<file path="src/rtl/fifo_hdl_pkg.sv">
// Shared types for the fifo_hdl read-side blocks.
package fifo_hdl_pkg;

  typedef enum logic [1:0] {
    IDLE = 2'd0,
    READ = 2'd1,
    WAIT = 2'd2
  } rdr_state_e;

endpackage

</file>
<file path="src/rtl/fifo_sync_buf.sv">
// Single-clock FIFO with occupancy count, used as the burst reader's output buffer.
// DEPTH must be a power of two; the extra pointer bit separates full from empty.
module fifo_sync_buf #(
  parameter int WIDTH = 9,
  parameter int DEPTH = 4
) (
  input  logic                       clk,
  input  logic                       rst,
  input  logic                       wr_en,
  input  logic [WIDTH-1:0]           wr_data,
  input  logic                       rd_en,
  output logic [WIDTH-1:0]           rd_data,
  output logic                       empty,
  output logic [$clog2(DEPTH):0]     count
);

  localparam int AW = $clog2(DEPTH);

  logic [WIDTH-1:0] mem [DEPTH];
  logic [AW:0]      wr_ptr;
  logic [AW:0]      rd_ptr;
  logic             full;
  logic             do_wr;
  logic             do_rd;

  assign empty   = (wr_ptr == rd_ptr);
  assign full    = (wr_ptr[AW] != rd_ptr[AW]) && (wr_ptr[AW-1:0] == rd_ptr[AW-1:0]);
  assign count   = wr_ptr - rd_ptr;
  assign do_wr   = wr_en && !full;
  assign do_rd   = rd_en && !empty;
  assign rd_data = mem[rd_ptr[AW-1:0]];

  always_ff @(posedge clk) begin
    if (do_wr) begin
      mem[wr_ptr[AW-1:0]] <= wr_data;
    end
  end

  always_ff @(posedge clk) begin
    if (rst) begin
      wr_ptr <= '0;
      rd_ptr <= '0;
    end else begin
      if (do_wr) begin
        wr_ptr <= wr_ptr + 1'b1;
      end
      if (do_rd) begin
        rd_ptr <= rd_ptr + 1'b1;
      end
    end
  end

endmodule

</file>
<file path="src/rtl/fifo_burst_reader.sv">
// Burst consumer for the fifo_hdl read port: pops BURST words (or a flushed remainder)
// and replays them as a valid/ready stream tagged with a last-of-burst marker.
module fifo_burst_reader
  import fifo_hdl_pkg::*;
#(
  parameter int DSIZE      = 8,
  parameter int CSIZE      = 5,
  parameter int BURST      = 4,
  parameter int OBUF_DEPTH = 4
) (
  input  logic             rd_clk,
  input  logic             rd_rst,
  output logic             fifo_rd_en,
  input  logic [DSIZE-1:0] fifo_rd_data,
  input  logic [CSIZE-1:0] fifo_rd_count,
  input  logic             fifo_empty,
  input  logic             flush,
  output logic             m_valid,
  input  logic             m_ready,
  output logic [DSIZE-1:0] m_data,
  output logic             m_last,
  output logic             busy,
  output logic [15:0]      burst_cnt
);

  localparam int OW = $clog2(OBUF_DEPTH) + 1;
  localparam logic [CSIZE-1:0] BURST_C = CSIZE'(BURST);

  rdr_state_e       state;
  rdr_state_e       state_next;
  logic             flush_pend;
  logic             flush_pend_next;
  logic [CSIZE-1:0] issued;
  logic [CSIZE-1:0] len;
  logic             inflight;
  logic             inflight_last;
  logic             start_full;
  logic             start_flush;
  logic             credit;

  logic [DSIZE:0]   obuf_rd_data;
  logic             obuf_empty;
  logic [OW-1:0]    obuf_count;

  assign start_full  = (fifo_rd_count >= BURST_C);
  assign start_flush = !start_full && flush_pend && !fifo_empty;
  // Reads still in flight must have a reserved slot, so the buffer can never overflow.
  assign credit      = (obuf_count + OW'(inflight)) < OW'(OBUF_DEPTH);

  always_ff @(posedge rd_clk) begin
    if (rd_rst) begin
      state <= IDLE;
    end else begin
      state <= state_next;
    end
  end

  always_comb begin
    state_next = state;
    case (state)
      IDLE: if (start_full || start_flush) state_next = READ;
      READ: if (issued == len) state_next = WAIT;
      WAIT: state_next = IDLE;
      default: state_next = IDLE;
    endcase
  end

  always_comb begin
    fifo_rd_en = (state == READ) && (issued < len) && !fifo_empty && credit;
    busy       = (state != IDLE);
  end

  // A flush seen in IDLE with nothing buffered is simply dropped.
  always_comb begin
    flush_pend_next = flush_pend;
    if ((state == IDLE) && start_flush) begin
      flush_pend_next = 1'b0;
    end
    if (flush) begin
      flush_pend_next = !((state == IDLE) && fifo_empty);
    end
  end

  always_ff @(posedge rd_clk) begin
    if (rd_rst) begin
      flush_pend    <= 1'b0;
      issued        <= '0;
      len           <= '0;
      inflight      <= 1'b0;
      inflight_last <= 1'b0;
      burst_cnt     <= '0;
    end else begin
      flush_pend    <= flush_pend_next;
      inflight      <= fifo_rd_en;
      inflight_last <= fifo_rd_en && ((issued + CSIZE'(1)) == len);
      if (state == IDLE) begin
        if (start_full) begin
          len    <= BURST_C;
          issued <= '0;
        end else if (start_flush) begin
          len    <= fifo_rd_count;
          issued <= '0;
        end
      end else if (fifo_rd_en) begin
        issued <= issued + CSIZE'(1);
      end
      if (state == WAIT) begin
        burst_cnt <= burst_cnt + 16'd1;
      end
    end
  end

  fifo_sync_buf #(
    .WIDTH (DSIZE + 1),
    .DEPTH (OBUF_DEPTH)
  ) u_obuf (
    .clk     (rd_clk),
    .rst     (rd_rst),
    .wr_en   (inflight),
    .wr_data ({inflight_last, fifo_rd_data}),
    .rd_en   (m_valid && m_ready),
    .rd_data (obuf_rd_data),
    .empty   (obuf_empty),
    .count   (obuf_count)
  );

  assign m_valid = !obuf_empty;
  assign m_data  = m_valid ? obuf_rd_data[DSIZE-1:0] : '0;
  assign m_last  = m_valid ? obuf_rd_data[DSIZE] : 1'b0;

endmodule
</file>
<file path="config.mk">
export PLATFORM = sky130hd
export DESIGN_NAME = fifo_burst_reader
export DESIGN_NICKNAME = d
export VERILOG_FILES = /design/src/rtl/fifo_hdl_pkg.sv /design/src/rtl/fifo_sync_buf.sv /design/src/rtl/fifo_burst_reader.sv
export SDC_FILE = /design/constraint.sdc
export NUM_CORES = 1
export LEC_CHECK = 0
export CAP_MARGIN = 20
export CORE_UTILIZATION = 50
export DETAILED_ROUTE_END_ITERATION = 10
export GPL_TIMING_DRIVEN = 1
export PLACE_DENSITY_LB_ADDON = 0.1
export SLEW_MARGIN = 5
export SYNTH_ARGS = -nofsm -noshare
export SYNTH_HDL_FRONTEND = slang
export SYNTH_SLANG_ARGS = --single-unit
</file>
<file path="constraint.sdc">
create_clock -name rd_clk -period 3.5 [get_ports rd_clk]
set_input_delay 0.7 -clock rd_clk [delete_from_list [all_inputs] [get_ports rd_clk]]
set_output_delay 0.7 -clock rd_clk [all_outputs]
set_load 0.005 [all_outputs]
</file>
==> run_results.csv <==
group,metric,value,unit
layout,n_fill_cell,522,
grt,antenna_found_initial,0,
yosys,synth-main-ff-cell,"dfxtp_1",
sta,rsz0062_at_grt,"false",
power,power.static_leakage,1.41,nW
critical_path,crit_family,"buffers and inverters",
critical_path,cp_slowest_stage_delay,0.49,ns
yosys,syn_area_per_cell,12.0,um2
clock_tree,cts.sinks,75,
yosys,synthCells,275,
layout,area_delta_synth_final,20.9,%
sta,worstMarginPinSlew,0.768,ns
clock_tree,htreeDepth,3,
drt,routed_via_density,5.28,
die,initial_core_util,52.1,%
yosys,yosysMostFrequentCell,"dfxtp_1",
clock_tree,clk_path_buf_depth,2,
power,ir_drop,0.242,mV
drt,vias,2148,
power,power.share.sequential,57.3,%
sta,setup_tns,0,ns
drt,drc,0,
power,power_frac_clock,35.1,%
clock_tree,postCtsHoldBufs,0,
critical_path,crit_type,"register to output port",
critical_path,start_kind,"register",
power,power_density,409,mW/mm2
layout,final-seq-area,0.00186,mm2
yosys,synth_area_leaders,"edfxtp_1, dfxtp_1, mux4_2",
clock_tree,cts_tree,"built",
yosys,yosys_warnings,0,
power,power_frac_comb,7.6,%
flow_run,drv_cap,0,
yosys,synth_edf_count,36,
power,p_int,1.26,mW
place,place_congestion,0.727,
place,place_ws,0.493,ns
critical_path,cp_max_fo,10,
sta,post-route-period-util,92.6,%
sta,finalCriticalPeriod,3.24,ns
layout,multi_input_area,0.00137,mm2
sta,setup_violations,0,
drt,wirelength,5700,um
yosys,synth_cell_types,43,
power,p_sw_share,22.8,%
yosys,ys_ff_latch,75,
place,io_buffers,45,
layout,utilization,63.0,%
run_status,outcome,"finished clean",
critical_path,worstPathArrival,2.54,ns
power,power.switching,0.373,mW
critical_path,path_buf_inv,3,
die,row_count,29,
yosys,synth-async-reset-ratio,0,%
place,dp_cells,391,
sta,timing.fmax,309,MHz
grt,grt_max_degree,21,
clock_tree,clock_latency,0.33,ns
grt,grt_pass1_wl,9830,um
min_path,worstHoldPathType,"register to register",
clock_tree,cts_resized,0,
sta,slew_headroom,48.7,%
drt,wl_per_cell,14.0,um
sta,skew,0.00880,ns
clock_tree,cts_root_buffer,"clkbuf_8",
yosys,synth_top_area_share,32.7,%
yosys,synth_area,0.00331,mm2
place,hpwl,4030,um
drt,postRouteAntennaNets,0,
layout,nets,358,
die,ios,46,
layout,drive_gt1_share,9.09,%
die,die_w,83.3,um
drt,drt_iter0_drc,77,
critical_path,end_kind,"output port",
critical_path,path_cells,"inv_1 -> ha_1 -> ha_1 -> nand3b_1 -> a21oi_1 -> o2111ai_4 -> inv_1 -> clkdlybuf4s50_1",
sta,worst_slack,0.259,ns
critical_path,crit_slowest_cell,"clkdlybuf4s50_1",
grt,grt_usage,18.2,%
die,die-area,0.00694,mm2
clock_tree,postCtsSetupBuffers,0,
clock_tree,numCtsBuffers,9,
grt,grt_pass1_vias,2081,
layout,num_antenna_cells,0,
yosys,ys_seq_area_share,56.3,%
critical_path,worst_ep_required_time,2.80,ns
sta,slew_viol_final,0,
die,coreArea,0.00635,mm2
clock_tree,cts.reportedPaths.clkPinSlew,0.07,ns
drt,first_pass_iters,4,
grt,grt-ovfl-total,0,
die,die-height,83.3,um
yosys,synth_top_area_cell,"edfxtp_1",
sta,hold_viol,0,
power,power,1.64,mW
layout,final_cells,407,
yosys,syn_nets,308,
yosys,synth.cells.most_frequent,"dfxtp_1, edfxtp_1, nor2_1",
==> power groups by stage <==
stage	combinational (mW)	clock [mW]	sequential [mW]
after floorplan	0.0708	0	0.953
after global placement	0.123	0	0.958
after detailed placement	0.125	0	0.958
after CTS	0.125	0.590	0.938
after global routing	0.138	0.629	0.940
final	0.124	0.574	0.938
==> registers in the layout, indices dropped and copies added (netlist names), named ones only <==
name	flops
issued	5
flush_pend	1
burst_cnt	16
u_obuf.mem	36
len	5
u_obuf.rd_ptr	3
u_obuf.wr_ptr	3
inflight_last	1
inflight	1
state	2
==> final timing paths <==
check | startpoint | to | slack, ns | depth (start not counted)
worst min register to register | issued[4]$_SDFFE_PP0P_ | issued[4]$_SDFFE_PP0P_ | 0.50 | 2
worst max register to register | u_obuf.rd_ptr[1]$_SDFFE_PP0P_ | issued[2]$_SDFFE_PP0P_ | 1.12 | 8
worst max-delay path | u_obuf.rd_ptr[1]$_SDFFE_PP0P_ | fifo_rd_en | 0.26 | 8
worst min-delay path | issued[4]$_SDFFE_PP0P_ | issued[4]$_SDFFE_PP0P_ | 0.50 | 2
==> per-stage QoR <==
step	cell area (um2)	hold WS (ns)
final	4000	0.502
after detailed placement	3830	0.496
after global routing	4000	0.521
after global placement	3830	0.487
after CTS	4000	0.506
after floorplan	3310	0.438
==> cell type report <==
cell class | count | area share (%)
well taps | 77 | 2.41
flip-flops and latches | 75 | 46.6
clock buffers | 11 | 3.54
clock inverters | 5 | 0.751
multi-input cells | 181 | 34.2
repair buffers | 46 | 11.5
inverters | 12 | 1.13
==> cell usage in the layout, fill, tap and decap left out, types with 2 or more instances in the layout <==
cell	count
clkdlybuf4s50_1	45
dfxtp_1	39
edfxtp_1	36
nor2_1	30
nand3_1	16
and2_1	15
ha_1	15
xnor2_1	13
inv_1	12
xor2_1	12
nand2_1	11
clkbuf_8	10
mux4_2	9
a21oi_1	9
and3_1	6
nand4_1	6
nor3_1	5
nand3b_1	3
nor2b_1	3
a22oi_1	3
clkinv_2	3
o21ai_1	2
or3_1	2
a31oi_1	2
clkinvlp_4	2
==> worst reg2reg max path: stages, from the launching register on <==
cell,delay (ns)
dfxtp_1,0.35
inv_1,0.05
ha_1,0.32
ha_1,0.29
nand3b_1,0.09
a21oi_1,0.30
o2111ai_4,0.23
or4b_1,0.51
a31oi_1,0.16
==> cell families (layout without fill, tap and decap cells) <==
logic type	after synthesis	after routing	share of synthesized area [%]
AND/OR/NAND/NOR	107	107	17.0
flip-flops	75	75	56.3
XOR/XNOR	26	26	7.34
AO/OA/AOI/OAI	23	23	4.92
buffers and inverters	19	74	2.38
adder cells (fa/ha/maj)	15	15	5.68
multiplexers	10	10	6.43
==> layer usage <==
metal / vias to the layer above / wire length (um) / GRT usage, % / part of all wire (%)
met1: 1023 / 2620 / 22.0 / 46
li1: 1088 / - / - / -
met2: 31 / 2830 / 31.0 / 50
met3: 6 / 172 / 3.48 / 3.0
met5: - / 0 / 0 / 0
met4: 0 / 73 / 9.40 / 1.3
(Power assumes the default switching activity.)
